### src/rtl/rs_issue_scheduler.sv
// Reservation stations for one shared ALU: CDB wake-up, round-robin issue, one op in flight.
// Issue one cycle after a slot is seen ready; the result is held on out_* until out_grant frees the slot.
module rs_issue_scheduler #(
   parameter int ENTRIES  = 4,
   parameter int TAG_W    = 8,
   parameter int TAG_BASE = 1
) (
   input  logic             clk,
   input  logic             RST,
   input  logic             flush,
   input  logic             alloc_valid,
   output logic             alloc_ready,
   input  logic [TAG_W-1:0] alloc_q1,
   input  logic [TAG_W-1:0] alloc_q2,
   input  logic [31:0]      alloc_v1,
   input  logic [31:0]      alloc_v2,
   output logic [TAG_W-1:0] alloc_tag,
   input  logic             cdb_valid,
   input  logic [TAG_W-1:0] cdb_tag,
   input  logic [31:0]      cdb_value,
   output logic             alu_valid,
   output logic [31:0]      alu_a,
   output logic [31:0]      alu_b,
   input  logic             alu_done,
   input  logic [31:0]      alu_result,
   output logic             out_valid,
   output logic [TAG_W-1:0] out_tag,
   output logic [31:0]      out_value,
   input  logic             out_grant
);
   localparam int IW = $clog2(ENTRIES);
   typedef logic [IW-1:0] idx_t;
   typedef enum logic [2:0] {S_IDLE, S_ISSUE, S_WAIT, S_BCAST, S_DRAIN} state_t;

   state_t             r_state;
   logic [ENTRIES-1:0] r_busy;
   logic [TAG_W-1:0]   r_q1 [ENTRIES];
   logic [TAG_W-1:0]   r_q2 [ENTRIES];
   logic [31:0]        r_v1 [ENTRIES];
   logic [31:0]        r_v2 [ENTRIES];
   idx_t               r_idx;
   idx_t               r_rr_ptr;
   logic [31:0]        r_result;

   logic               w_cdb_hit;
   logic [ENTRIES-1:0] w_ready;
   logic               w_any_free;
   idx_t               w_free_idx;
   logic               w_any_ready;
   idx_t               w_sel_idx;
   logic               w_alloc_we;
   logic               w_grant_free;
   logic [TAG_W-1:0]   w_ins_q1;
   logic [TAG_W-1:0]   w_ins_q2;
   logic [31:0]        w_ins_v1;
   logic [31:0]        w_ins_v2;

   assign w_cdb_hit    = cdb_valid && (cdb_tag != '0);
   assign w_alloc_we   = alloc_valid && w_any_free && !flush;
   assign w_grant_free = (r_state == S_BCAST) && out_grant && !flush;

   always_comb begin
      w_any_free = 1'b0;
      w_free_idx = '0;
      for (int i = ENTRIES - 1; i >= 0; i--) begin
         w_ready[i] = r_busy[i] && (r_q1[i] == '0) && (r_q2[i] == '0);
         if (!r_busy[i]) begin
            w_any_free = 1'b1;
            w_free_idx = idx_t'(i);
         end
      end
   end

   // Lowest ready slot at or above rr_ptr wins; otherwise wrap to the lowest ready slot.
   always_comb begin
      w_any_ready = |w_ready;
      w_sel_idx   = '0;
      for (int i = ENTRIES - 1; i >= 0; i--) begin
         if (w_ready[i]) w_sel_idx = idx_t'(i);
      end
      for (int i = ENTRIES - 1; i >= 0; i--) begin
         if (w_ready[i] && (idx_t'(i) >= r_rr_ptr)) w_sel_idx = idx_t'(i);
      end
   end

   always_comb begin
      w_ins_q1 = alloc_q1;
      w_ins_v1 = alloc_v1;
      w_ins_q2 = alloc_q2;
      w_ins_v2 = alloc_v2;
      if (w_cdb_hit && (alloc_q1 == cdb_tag)) begin
         w_ins_q1 = '0;
         w_ins_v1 = cdb_value;
      end
      if (w_cdb_hit && (alloc_q2 == cdb_tag)) begin
         w_ins_q2 = '0;
         w_ins_v2 = cdb_value;
      end
   end

   assign alloc_ready = w_any_free;
   assign alloc_tag   = w_any_free ? (TAG_W'(TAG_BASE) + TAG_W'(w_free_idx)) : '0;
   assign alu_valid   = (r_state == S_ISSUE) && !flush;
   assign alu_a       = (r_state == S_ISSUE) ? r_v1[r_idx] : '0;
   assign alu_b       = (r_state == S_ISSUE) ? r_v2[r_idx] : '0;
   assign out_valid   = (r_state == S_BCAST) && !flush;
   assign out_tag     = (r_state == S_BCAST) ? (TAG_W'(TAG_BASE) + TAG_W'(r_idx)) : '0;
   assign out_value   = (r_state == S_BCAST) ? r_result : '0;

   always_ff @(posedge clk or posedge RST) begin
      if (RST) begin
         r_busy <= '0;
         for (int i = 0; i < ENTRIES; i++) begin
            r_q1[i] <= '0;
            r_q2[i] <= '0;
            r_v1[i] <= '0;
            r_v2[i] <= '0;
         end
      end else if (flush) begin
         r_busy <= '0;
      end else begin
         for (int i = 0; i < ENTRIES; i++) begin
            if (w_cdb_hit && r_busy[i] && (r_q1[i] == cdb_tag)) begin
               r_q1[i] <= '0;
               r_v1[i] <= cdb_value;
            end
            if (w_cdb_hit && r_busy[i] && (r_q2[i] == cdb_tag)) begin
               r_q2[i] <= '0;
               r_v2[i] <= cdb_value;
            end
         end
         // The allocated slot is free and the granted slot is busy, so these never collide.
         if (w_alloc_we) begin
            r_busy[w_free_idx] <= 1'b1;
            r_q1[w_free_idx]   <= w_ins_q1;
            r_q2[w_free_idx]   <= w_ins_q2;
            r_v1[w_free_idx]   <= w_ins_v1;
            r_v2[w_free_idx]   <= w_ins_v2;
         end
         if (w_grant_free) r_busy[r_idx] <= 1'b0;
      end
   end

   always_ff @(posedge clk or posedge RST) begin
      if (RST) begin
         r_state  <= S_IDLE;
         r_idx    <= '0;
         r_rr_ptr <= '0;
         r_result <= '0;
      end else begin
         case (r_state)
            S_IDLE: begin
               if (!flush && w_any_ready) begin
                  r_idx   <= w_sel_idx;
                  r_state <= S_ISSUE;
               end
            end
            S_ISSUE: begin
               if (flush) begin
                  r_state <= S_IDLE;
               end else begin
                  r_state  <= S_WAIT;
                  r_rr_ptr <= (r_idx == idx_t'(ENTRIES - 1)) ? '0 : (r_idx + idx_t'(1));
               end
            end
            S_WAIT: begin
               if (flush) begin
                  r_state <= alu_done ? S_IDLE : S_DRAIN;
               end else if (alu_done) begin
                  r_result <= alu_result;
                  r_state  <= S_BCAST;
               end
            end
            S_BCAST: begin
               if (flush || out_grant) r_state <= S_IDLE;
            end
            S_DRAIN: begin
               if (alu_done) r_state <= S_IDLE;
            end
            default: r_state <= S_IDLE;
         endcase
      end
   end
endmodule

### config.mk
export PLATFORM = sky130hd
export DESIGN_NAME = rs_issue_scheduler
export DESIGN_NICKNAME = d
export VERILOG_FILES = /design/src/rtl/rs_issue_scheduler.sv
export SDC_FILE = /design/constraint.sdc
export NUM_CORES = 1
export LEC_CHECK = 0
export BUFFER_PORTS_ARGS = -buffer_cell sky130_fd_sc_hd__buf_2
export CELL_PAD_IN_SITES_DETAIL_PLACEMENT = 1
export CELL_PAD_IN_SITES_GLOBAL_PLACEMENT = 1
export CORE_UTILIZATION = 41
export DETAILED_ROUTE_END_ITERATION = 16
export PLACE_DENSITY_LB_ADDON = 0.12
export SLEW_MARGIN = 10
export SYNTH_ARGS = -nofsm -noshare
export SYNTH_HDL_FRONTEND = slang
export SYNTH_SLANG_ARGS = --single-unit
### constraint.sdc
create_clock -name clk -period 9.74 [get_ports clk]
set_clock_uncertainty 0.15 [all_clocks]
set_input_delay 0.487 -clock clk [delete_from_list [all_inputs] [get_ports clk]]
set_output_delay 0.487 -clock clk [all_outputs]
set_load 0.005 [all_outputs]
==> flow_summary_export.csv <==
group,metric,value,unit
outcome,status,"finished, final reports clean",
timing,hold-worst-slack,0.0776,ns
logic_synthesis,async_flop_share,100,%
timing,rsz0062_at_grt,"false",
die,fp.dieH,217,um
placed_design,dp_slack,5.76,ns
logic_synthesis,ys_warn_count,0,
placed_design,gp_congestion,0.818,
power_and_ir_drop,powerDensity,211,nW/um^2
timing,relSlewSlack,25.8,%
detailed_routing,vias,16106,
placed_design,hpwlAfterDp,42600,um
die,design.die.area,47100,sq um
clocking,cts_root_buf,"clkbuf_16",
timing,final-max-slew-violation-count,0,
logic_synthesis,avgSynthCellArea,10.7,sq um
logic_synthesis,ys_seq_area_share,47.9,%
flow_run,drv_cap,0,
worst_hold_path,hold_start,"alloc_q1[3]",
setup_path,r2r-end,"r_v1[96]$_DFFE_PP0N_",
logic_synthesis,synth_area,19000,sq um
clocking,cts_resized,0,
logic_synthesis,synth_top_flop_cell,"dfrtp_1",
logic_synthesis,yosysTopAreaCell,"dfrtp_1",
setup_path,cp.required,9.10,ns
detailed_routing,drt-pass1-iter-count,5,
clocking,clk_path_buf_depth,3,
power_and_ir_drop,leakagePower,0.00987,uW
clocking,cts_tree,"built",
grt,grt_start_max_net_pins,170,
clocking,postCtsSetupRepairBufs,0,
detailed_routing,drtIter0Drc,1177,
clocking,cts_made_buffers,42,
logic_synthesis,synthSimpleGateAreaFrac,12.9,%
grt,grt_overflow,0,
power_and_ir_drop,peakVddDrop,113,uV
timing,finalSetupTns,0,ns
clocking,htree_levels,2,
setup_path,critical_path_buf_inv_count,2,
setup_path,path_cells,"buf_4, mux4_2, nor2b_1, buf_2",
clocking,cts.sinks,363,
die,initial_utilization,41.7,%
detailed_routing,wl,69700,um
clocking,clock_latency,0.56,ns
logic_synthesis,synth_compound_area_share,16.9,%
detailed_routing,route.detailed.drc,0,
placed_design,placed_cells,2518,
setup_path,cp_slowest_cell,"buf_4",
logic_synthesis,synth_cell_types,61,
timing,fin_ws,5.87,ns
timing,setup_viol,0,
grt,grt_pass1_vias,17401,
setup_path,worstPathArrival,3.24,ns
setup_path,cpLargestDelayFamily,"buffers and inverters",
setup_path,path_class,"reg2out",
final_layout,syn_to_final_growth,18.2,%
die,rows,78,
logic_synthesis,synth_top_family_by_area,"compound AO/OA/AOI/OAI gates",
final_layout,layout-drive-gt1-share,26.6,%
setup_path,worstPathMaxFanout,47,
detailed_routing,postRouteAntennaNets,0,
logic_synthesis,netlist.area_leader.share,47.9,%
detailed_routing,vias_per_cell,6.13,
placed_design,portBuffers,263,
setup_path,timing.rr.start,"r_busy[1]$_DFF_PP0_",
setup_path,cp_slowest_stage_delay,0.90,ns
logic_synthesis,synth_edf_count,0,
worst_hold_path,hold_path_class,"in2reg",
logic_synthesis,synthAdderAreaFrac,0.528,%
timing,worstMarginPinSlew,1.11,ns
grt,grt_pass1_wl,108000,um
worst_hold_path,holdPathStages,3,
final_layout,antenna_cells,0,
logic_synthesis,ys_seq_elements,363,
clocking,hold_buffers,35,
setup_path,worst-r2r-setup-slack,5.99,ns
final_layout,final_common_cell,"dfrtp_1",
detailed_routing,wl_per_cell,26.5,um
logic_synthesis,synth_xor_area_share,3.70,%
clocking,path_clk_slew,0.06,ns
final_layout,final_cell_mix,"dfrtp_1, buf_2, nor2_1, o22ai_1, a21oi_1",
grt,grt_util_all_layers,30.0,%
worst_hold_path,hold_end,"r_q1[19]$_DFFE_PP0N_",
die,core,45500,sq um
setup_path,endpoint_kind,"output pin",
setup_path,worstSetupStartpointType,"flip-flop",
timing,finalCritPeriodShare,39.8,%
die,io_pins,274,
timing,hold_viol_final,0,
logic_synthesis,yosys-top-cells-area,"dfrtp_1, mux4_2, o22ai_1",
setup_path,r2r_cells,8,
final_layout,fin_cells,2627,
final_layout,final_nets,2164,
die,fp.dieW,217,um
logic_synthesis,synthCells,1764,
timing,max_freq,258,MHz
grt,antenna_found_initial,3,
logic_synthesis,synthMuxAreaShare,14.0,%
timing,post-route-min-period,3.87,ns
==> cell families after synthesis <==
kind of cell / count (synthesis)
AO/OA/AOI/OAI: 483
XOR/XNOR: 80
adder cells (fa/ha/maj): 8
buffers and inverters: 165
flip-flops: 363
multiplexers: 163
other: 1
AND/OR/NAND/NOR: 501
==> sequential cells by signal, indices dropped and copies added (netlist names) <==
signal and flops:
r_v1 128, r_state 3, r_idx 2, r_result 32, r_q2 32, r_rr_ptr 2
r_busy 4, r_v2 128, r_q1 32
==> worst max path at each step <==
stage | cells past startpoint | endpoint | start | slack (ns)
4_1_cts | 4 | alu_a[28] | r_idx[0]$_DFFE_PP0P_ | 5.77
6_report | 4 | alu_a[10] | r_idx[0]$_DFFE_PP0P_ | 5.87
5_1_grt | 4 | alu_a[28] | r_idx[0]$_DFFE_PP0P_ | 5.64
3_5_place_dp | 8 | r_v1[114]$_DFFE_PP0N_ | flush | 5.76
3_3_place_gp | 7 | r_q1[26]$_DFFE_PP0N_ | cdb_tag[4] | 5.89
2_1_floorplan | 1 | r_busy[0]$_DFF_PP0_ | RST | 4.23
==> power by group <==
group | switching, uW | internal (uW) | total, uW
clock | 655 | 960 | 1620
combinational | 451 | 493 | 943
sequential | 263 | 1910 | 2170
total | 1370 | 3360 | 4730
==> cell usage after synthesis, types with 14 or more instances <==
cell	count
nor2b_1	65
o21ai_1	14
xor2_1	44
a221oi_1	64
or2_2	33
mux2_1	30
nand4_1	18
clkbuf_1	90
o22ai_1	192
mux2i_1	20
mux2_4	26
xnor2_1	36
mux4_2	64
buf_2	30
buf_4	15
nor2_1	248
a21oi_1	135
dfrtp_1	363
a22o_1	56
and2_1	41
nand2_1	32
inv_1	16
nor4_1	21
==> through the flow <==
stage          cell area, sq um  utilization (%)  power, uW
6_report                  22400             49.3       4730
5_1_grt                   22400             49.3       4960
4_1_cts                   22400             49.3       4750
3_5_place_dp              20700             45.5       3110
3_3_place_gp              20700             45.5       3050
2_1_floorplan             19000                -       2810
==> worst register-to-register path, delay by kind of cell, from the launching register on <==
family / cells / cell delay (ns)
flops: 1 / 0.65
buf+inv: 1 / 0.11
simple gates: 2 / 1.11
fa+ha+maj: 1 / 0.18
compound gates: 4 / 1.47
==> per-layer routing <==
| metal | up-vias | GRT usage (%) | wire length [um] |
|---|---|---|---|
| li1 | 6992 | - | - |
| met1 | 8367 | 41.0 | 30100 |
| met2 | 620 | 48.5 | 33000 |
| met3 | 121 | 5.24 | 4620 |
| met4 | 6 | 9.53 | 1840 |
| met5 | - | 0 | 37 |
==> area by class of cell <==
class,instances,area [sq um]
multi-input cells,1245,9210
inverters,16,63.8
fillers,5023,23100
clock buffers,65,1290
well taps,600,751
clock inverters,9,101
repair buffers,329,1910
flip-flops and latches,363,9090
Power figures use the tool's default switching activity.
